--- src/rtl/pipeline_perf_monitor.sv ---
// rtl/pipeline_perf_monitor.sv - run-control FSM with cycle/event counters and a post-program drain window
// Optional feature macro: PERF_SATURATE_EN (counters saturate at all-ones instead of wrapping).
module pipeline_perf_monitor #(
    parameter int unsigned CNT_WIDTH    = 32,
    parameter int unsigned NUM_EVENTS   = 4,
    parameter int unsigned SEL_WIDTH    = 2,
    parameter int unsigned DRAIN_CYCLES = 5
) (
    input  logic                  clk,
    input  logic                  reset,
    input  logic                  start,
    input  logic                  clear,
    input  logic                  end_program,
    input  logic [NUM_EVENTS-1:0] event_i,
    input  logic [SEL_WIDTH-1:0]  rd_sel,
    output logic [CNT_WIDTH-1:0]  rd_data,
    output logic                  rd_ovf,
    output logic [CNT_WIDTH-1:0]  cycle_count,
    output logic                  cycle_ovf,
    output logic                  busy,
    output logic                  done
);

    localparam int unsigned DRAIN_LOAD = (DRAIN_CYCLES > 0) ? DRAIN_CYCLES - 1 : 0;
    localparam int unsigned DW         = $clog2(DRAIN_LOAD + 2);
    localparam logic [CNT_WIDTH-1:0] CNT_ONE = CNT_WIDTH'(1);

    typedef enum logic [1:0] {
        S_IDLE  = 2'd0,
        S_RUN   = 2'd1,
        S_DRAIN = 2'd2,
        S_DONE  = 2'd3
    } state_t;

    state_t                 r_state;
    state_t                 w_next_state;
    logic [DW-1:0]          r_drain;
    logic [DW-1:0]          w_next_drain;
    logic                   w_zero;
    logic                   w_count;
    logic [CNT_WIDTH-1:0]   r_cycle;
    logic                   r_cycle_ovf;
    logic [CNT_WIDTH-1:0]   r_evt_cnt [NUM_EVENTS];
    logic [NUM_EVENTS-1:0]  r_evt_ovf;

    // All-ones detection drives the overflow flag in both modes; only the stored value differs.
    function automatic logic [CNT_WIDTH-1:0] f_inc(input logic [CNT_WIDTH-1:0] v);
`ifdef PERF_SATURATE_EN
        return (&v) ? v : v + CNT_ONE;
`else
        return v + CNT_ONE;
`endif
    endfunction

    always_comb begin
        w_next_state = r_state;
        w_next_drain = r_drain;
        w_zero       = 1'b0;
        w_count      = ((r_state == S_RUN) || (r_state == S_DRAIN)) && !clear;
        if (clear) begin
            w_next_state = S_IDLE;
            w_next_drain = '0;
            w_zero       = 1'b1;
        end else begin
            case (r_state)
                S_IDLE: begin
                    if (start) begin
                        w_next_state = S_RUN;
                        w_zero       = 1'b1;
                    end
                end
                S_RUN: begin
                    if (end_program) begin
                        if (DRAIN_CYCLES == 0) begin
                            w_next_state = S_DONE;
                        end else begin
                            w_next_state = S_DRAIN;
                            w_next_drain = DW'(DRAIN_LOAD);
                        end
                    end
                end
                S_DRAIN: begin
                    if (r_drain == '0) begin
                        w_next_state = S_DONE;
                    end else begin
                        w_next_drain = r_drain - DW'(1);
                    end
                end
                S_DONE: begin
                    if (start) begin
                        w_next_state = S_RUN;
                        w_zero       = 1'b1;
                    end
                end
                default: w_next_state = S_IDLE;
            endcase
        end
    end

    always_ff @(posedge clk or posedge reset) begin
        if (reset) begin
            r_state     <= S_IDLE;
            r_drain     <= '0;
            r_cycle     <= '0;
            r_cycle_ovf <= 1'b0;
            r_evt_ovf   <= '0;
            for (int k = 0; k < NUM_EVENTS; k++) begin
                r_evt_cnt[k] <= '0;
            end
        end else begin
            r_state <= w_next_state;
            r_drain <= w_next_drain;
            if (w_zero) begin
                r_cycle     <= '0;
                r_cycle_ovf <= 1'b0;
                r_evt_ovf   <= '0;
                for (int k = 0; k < NUM_EVENTS; k++) begin
                    r_evt_cnt[k] <= '0;
                end
            end else if (w_count) begin
                r_cycle <= f_inc(r_cycle);
                if (&r_cycle) begin
                    r_cycle_ovf <= 1'b1;
                end
                for (int k = 0; k < NUM_EVENTS; k++) begin
                    if (event_i[k]) begin
                        r_evt_cnt[k] <= f_inc(r_evt_cnt[k]);
                        if (&r_evt_cnt[k]) begin
                            r_evt_ovf[k] <= 1'b1;
                        end
                    end
                end
            end
        end
    end

    // Selects beyond NUM_EVENTS never match and fall through to zero.
    always_comb begin
        rd_data = '0;
        rd_ovf  = 1'b0;
        for (int k = 0; k < NUM_EVENTS; k++) begin
            if (rd_sel == SEL_WIDTH'(k)) begin
                rd_data = r_evt_cnt[k];
                rd_ovf  = r_evt_ovf[k];
            end
        end
    end

    assign cycle_count = r_cycle;
    assign cycle_ovf   = r_cycle_ovf;
    assign busy        = (r_state == S_RUN) || (r_state == S_DRAIN);
    assign done        = (r_state == S_DONE);

endmodule
--- config.mk ---
export PLATFORM = sky130hd
export DESIGN_NAME = pipeline_perf_monitor
export DESIGN_NICKNAME = d
export VERILOG_FILES = /design/src/rtl/pipeline_perf_monitor.sv
export SDC_FILE = /design/constraint.sdc
export NUM_CORES = 1
export LEC_CHECK = 0
export BUFFER_PORTS_ARGS = -buffer_cell sky130_fd_sc_hd__buf_2
export CAP_MARGIN = 20
export CORE_AREA = 3 3 159 161
export DETAILED_ROUTE_END_ITERATION = 10
export DIE_AREA = 0 0 162 164
export GPL_TIMING_DRIVEN = 0
export HOLD_SLACK_MARGIN = 0.06
export PLACE_DENSITY_LB_ADDON = 0.25
export SLEW_MARGIN = 10
export SYNTH_ARGS = -nofsm -noshare
export SYNTH_HDL_FRONTEND = slang
export SYNTH_SLANG_ARGS = --single-unit
--- constraint.sdc ---
create_clock -name clk -period 12.2 [get_ports clk]
set_input_delay 1.22 -clock clk [delete_from_list [all_inputs] [get_ports clk]]
set_output_delay 1.22 -clock clk [all_outputs]
set_load 0.03 [all_outputs]
* Yosys cells after proc, flatten, opt, wreduce, memory -nomap -nowiden
Index checks and enable logic that the tools add are counted.
Storage, ports and cells: bits in registers 170, output and inout bits 68, input port bits 11
Cells by class: muxes and demuxes 41, equality and inequality tests 10, reduce and logical (&&, ||, !) cells 34, add/sub/neg operators 6
Operators with widths (count):
- 2-to-1 mux 32 bit | 10
- 2-to-1 mux 128 bit | 2
- adder 32 x 1 -> 32 bit (second input constant) | 5
- AND reduction 32 bit | 5
- nonzero test 2 bit | 10
- 2-to-1 mux 1 bit | 18
- AND reduction 3 bit | 6
- AND reduction 2 bit | 5
- 2-to-1 mux 3 bit | 3
- == test 2 bit (second input constant) | 4
- 2-to-1 mux 2 bit | 4
- 2-to-1 mux 4 bit | 2
- != test 3 bit (second input constant) | 2
- case mux 2 bit (3 select lines) | 1
- case mux 3 bit (2 select lines) | 1
- == test 2 x 1 -> 1 bit (second input constant) | 2
- logical NOT 2 bit | 2
- logical NOT 3 bit | 1
- != test 3 x 1 -> 1 bit (second input constant) | 1
- != test 3 x 2 -> 1 bit (second input constant) | 1
- nonzero test 3 bit | 1
- subtractor 3 x 1 -> 3 bit (second input constant) | 1
- OR reduction 2 bit | 1
- logical AND 1 bit | 1
- 2 further kinds | 2

* Logic depth before layout (Yosys ltp)
word-level depth 6, gate-level depth with buffers 10, mapped depth without buffers 7

* Worst setup path before layout
Ideal clock, no wire load.
kind input-to-output, start point input rd_sel[0], end point output rd_data[10], arrival time 2.443 ns, path slack 8.537 ns, cell stages on the path 3, cell sequence clkbuf_1 > buf_2 > mux4_2
Between the ends: longest elaborated chain between the ends 5, elaborated cells between the ends (all ways) 8
Ends and longest elaborated chain:
- start: declaration | line 15 | input logic [SEL_WIDTH-1:0] rd_sel,
- logical NOT 2 bit | line 142 | if (rd_sel == SEL_WIDTH'(k)) begin
- 2-to-1 mux 32 bit (3 in a row) | line 142
- 2-to-1 mux 32 bit * | line 142
- end: declaration | line 16 | output logic [CNT_WIDTH-1:0] rd_data,
Mark *: on every way between the ends. The rest lies on a longest branch, timed or not.

* Final worst setup path
start point input rd_sel[0], end point output rd_data[18]
The elaborated chain is that of the path after synthesis.

==> results.md <==
* Status: finished clean
* Clock buffer depth at 2
* Cell row count at 57
* Vias in the first global route at 7281
* Buf+Inv Stages, Crit Path at 3
* Critical path capture point type: output pin
* Worst stage delay on the critical path at 0.60 ns
* CTS Hold Bufs at 0
* Gr usage total at 19.7%
* Number of max-cap violations at 0
* Net count, final at 1075
* Synth Flop Type: dfrtp_1
* Achievable Freq at 243 MHz
* Chip Height at 164 µm
* ANT cells at 0
* Largest net degree at the start of global routing at 97
* Critical path's most frequent cell: buf_2
* Final Skew at 0.0108 ns
* Avg WL per Cell at 18.3 µm
* Hold_ws at 0.500 ns
* Most frequent cells in the layout: 170 x dfrtp_1, 165 x nor2_1, 90 x buf_2, 88 x xor2_1, 71 x nand2_1
* DRT Wirelength at 25400 µm
* Core Region at 24100 µm²
* Num CTS Buffers at 17
* Area growth syn-to-layout at 14.9%
* Post-DR vias/cell at 5.49
* Horiz. Die Dim at 162 µm
* Syn_area_per_cell at 10.0 µm²
* Clk_lat worst skew at 0.43 ns
* Crit path DAT at 2.89 ns
* RR Endpoint: r_evt_cnt[7]
* Slowest CP cell: mux4_2
* Syn Nets at 979
* Reg2Reg Depth at 8
* Max-slew violations at 0
* FF+latch count, synth at 170
* Final hold violations at 0
* Asr flop ratio synth at 100%
* PwrDens at 130 nW/µm²
* Critical path class: input port to output pin
* CP Cell Sequence: clkbuf_1 > buf_2 > mux4_2 > buf_2
* Post-CTS Setup Bufs at 0
* Final Setup Violations at 0
* # DRC at 0
* Post-synth EDFFs at 0
* Clock Tree Root: clkbuf_16
* Seq/Total Area, Yosys at 44.3%
* Initial DRT Pass Iterations at 5
* Leakage power at 4.74 nW
* Vias at 7634
* Routability cong. at 0.866
* DR iter-0 viols at 783
* First-pass GRT wire length at 40800 µm
* Initial antenna violation count at 0
* Synthesized netlist cell count at 958
* IO Count at 79
* Period utilization at 33.7%
* Reg2Reg Launch Point: r_state[0]
* RSZ-0062 raised after global routing: false
* Gr ovfl total at 0
* Filler cells at 2378
* Setup TNS at 0 ns
* Slew headroom at 41.6%
* Starting Density at 39.9%
* Measured slew at the worst slew-check pin at 0.875 ns
* H-Tree Depth at 4
* CTS tree: built
* Critical Path Source Type: input port
* Required @ worst endpoint at 10.98 ns
* Hpwl dp at 18800 µm
* Post-synthesis cell area at 9610 µm²
* Minimum clock period at 4.11 ns
* Layout cells sized above 1 at 18.0%
* Hold Path End: r_evt_ovf[2]
* Antenna viol nets, final at 0
* Worst VDD drop at 0.0816 mV
* Worst-path fanout max at 10
* Worst R2R Setup Slack at 9.06 ns
* Port bufs at 76
* Ys Warns at 0
* Hold WC Path Type: register to register
* Total power at 1.43 mW
* Clk sinks at 170
* Die ar. at 26600 µm²
* Cts repair resizes at 0
* Critical path's top delay family: buffers and inverters
* Synth cell types at 62
* Commonest non-fill, non-tap cell in the layout: dfrtp_1
* Clock Pin Slew Worst Setup and Hold Paths at 0.06 ns
* Hold path depth at 2
* Worst min-delay path startpoint: r_evt_ovf[2]
[area by class of cell]
cell class | instances | area, µm² | share of cell area [%]
Tap cell | 324 | 405 | 3.67
Inverter | 17 | 71.3 | 0.646
Timing Repair Buffer | 77 | 408 | 3.69
Buffer | 43 | 198 | 1.79
Sequential cell | 170 | 4250 | 38.5
Clock inverter | 9 | 138 | 1.25
Clock buffer | 23 | 478 | 4.33
Multi-Input combinational cell | 728 | 5090 | 46.1
[worst max path at each step]
stage / slack [ns] / cells after the start / from / end
finish: 8.09 / 4 / rd_sel[0] / rd_data[18]
global route: 8.01 / 4 / rd_sel[0] / rd_data[13]
CTS: 8.07 / 4 / rd_sel[0] / rd_data[12]
detailed placement: 8.08 / 4 / rd_sel[0] / rd_data[12]
global placement: 4.17 / 2 / reset / r_evt_cnt[24]
floorplan: 6.38 / 1 / reset / cycle_count[0]
[sequential cells by signal (all words and copies together) (netlist names)]
| register | flops |
|---|---|
| r_evt_ovf | 4 |
| cycle_count | 32 |
| r_drain | 3 |
| r_evt_cnt | 128 |
| cycle_ovf | 1 |
| r_state | 2 |
[cells by family after synthesis]
kind of cell             count (synthesis)  synth area share (%)
adder cells (fa/ha/maj)                 10                  1.30
buffers and inverters                   60                  2.72
multiplexers                            35                  7.94
AO/OA/AOI/OAI                           64                  4.30
AND/OR/NAND/NOR                        486                  27.3
flip-flops                             170                  44.3
XOR/XNOR                               133                  12.1
[metal layers]
metal	routed length (µm)	share of wire [%]	vias to the layer above	track usage [%]
li1	-	-	3601	-
met1	11500	45	3770	27.1
met2	12000	47	226	32.1
met3	1280	5.0	37	3.00
met4	610	2.4	0	6.75
met5	0	0	-	0
[per-stage QoR]
step / setup WS [ns] / cell area [µm²] / std cells / utilization, %
after CTS: 8.07 / 11000 / 1391 / 45.8
after global placement: 4.17 / 10400 / 1358 / 43.1
after global routing: 8.01 / 11000 / 1391 / 45.8
after floorplan: 6.38 / 9610 / 958 / -
after detailed placement: 8.08 / 10400 / 1359 / 43.3
final: 8.09 / 11000 / 1391 / 45.8
[synth_stat cells, types with 20 or more instances]
| master | count | share of area [%] |
|---|---|---|
| nand2_1 | 71 | 2.8 |
| nand3_1 | 54 | 2.8 |
| xnor2_1 | 45 | 4.1 |
| mux4_2 | 33 | 7.7 |
| nor2_1 | 165 | 6.4 |
| nor3_1 | 20 | 1.0 |
| nand4_1 | 60 | 3.9 |
| a21oi_1 | 21 | 1.1 |
| dfrtp_1 | 170 | 44 |
| clkbuf_1 | 22 | 0.86 |
| xor2_1 | 88 | 8.0 |
| and3_1 | 26 | 1.7 |
[worst min-delay path: stages, from the launching register on]
cell and delay, ns:
dfrtp_1 0.34, a31oi_1 0.04, nor2_1 0.07
[report_power, final]
part / internal [mW] / total (mW) / switching (mW)
Clock: 0.340 / 0.569 / 0.229
Sequential: 0.577 / 0.596 / 0.0189
Combinational: 0.0778 / 0.269 / 0.191
Total: 0.996 / 1.43 / 0.439
Note: power is estimated with default switching activity, not from simulation.
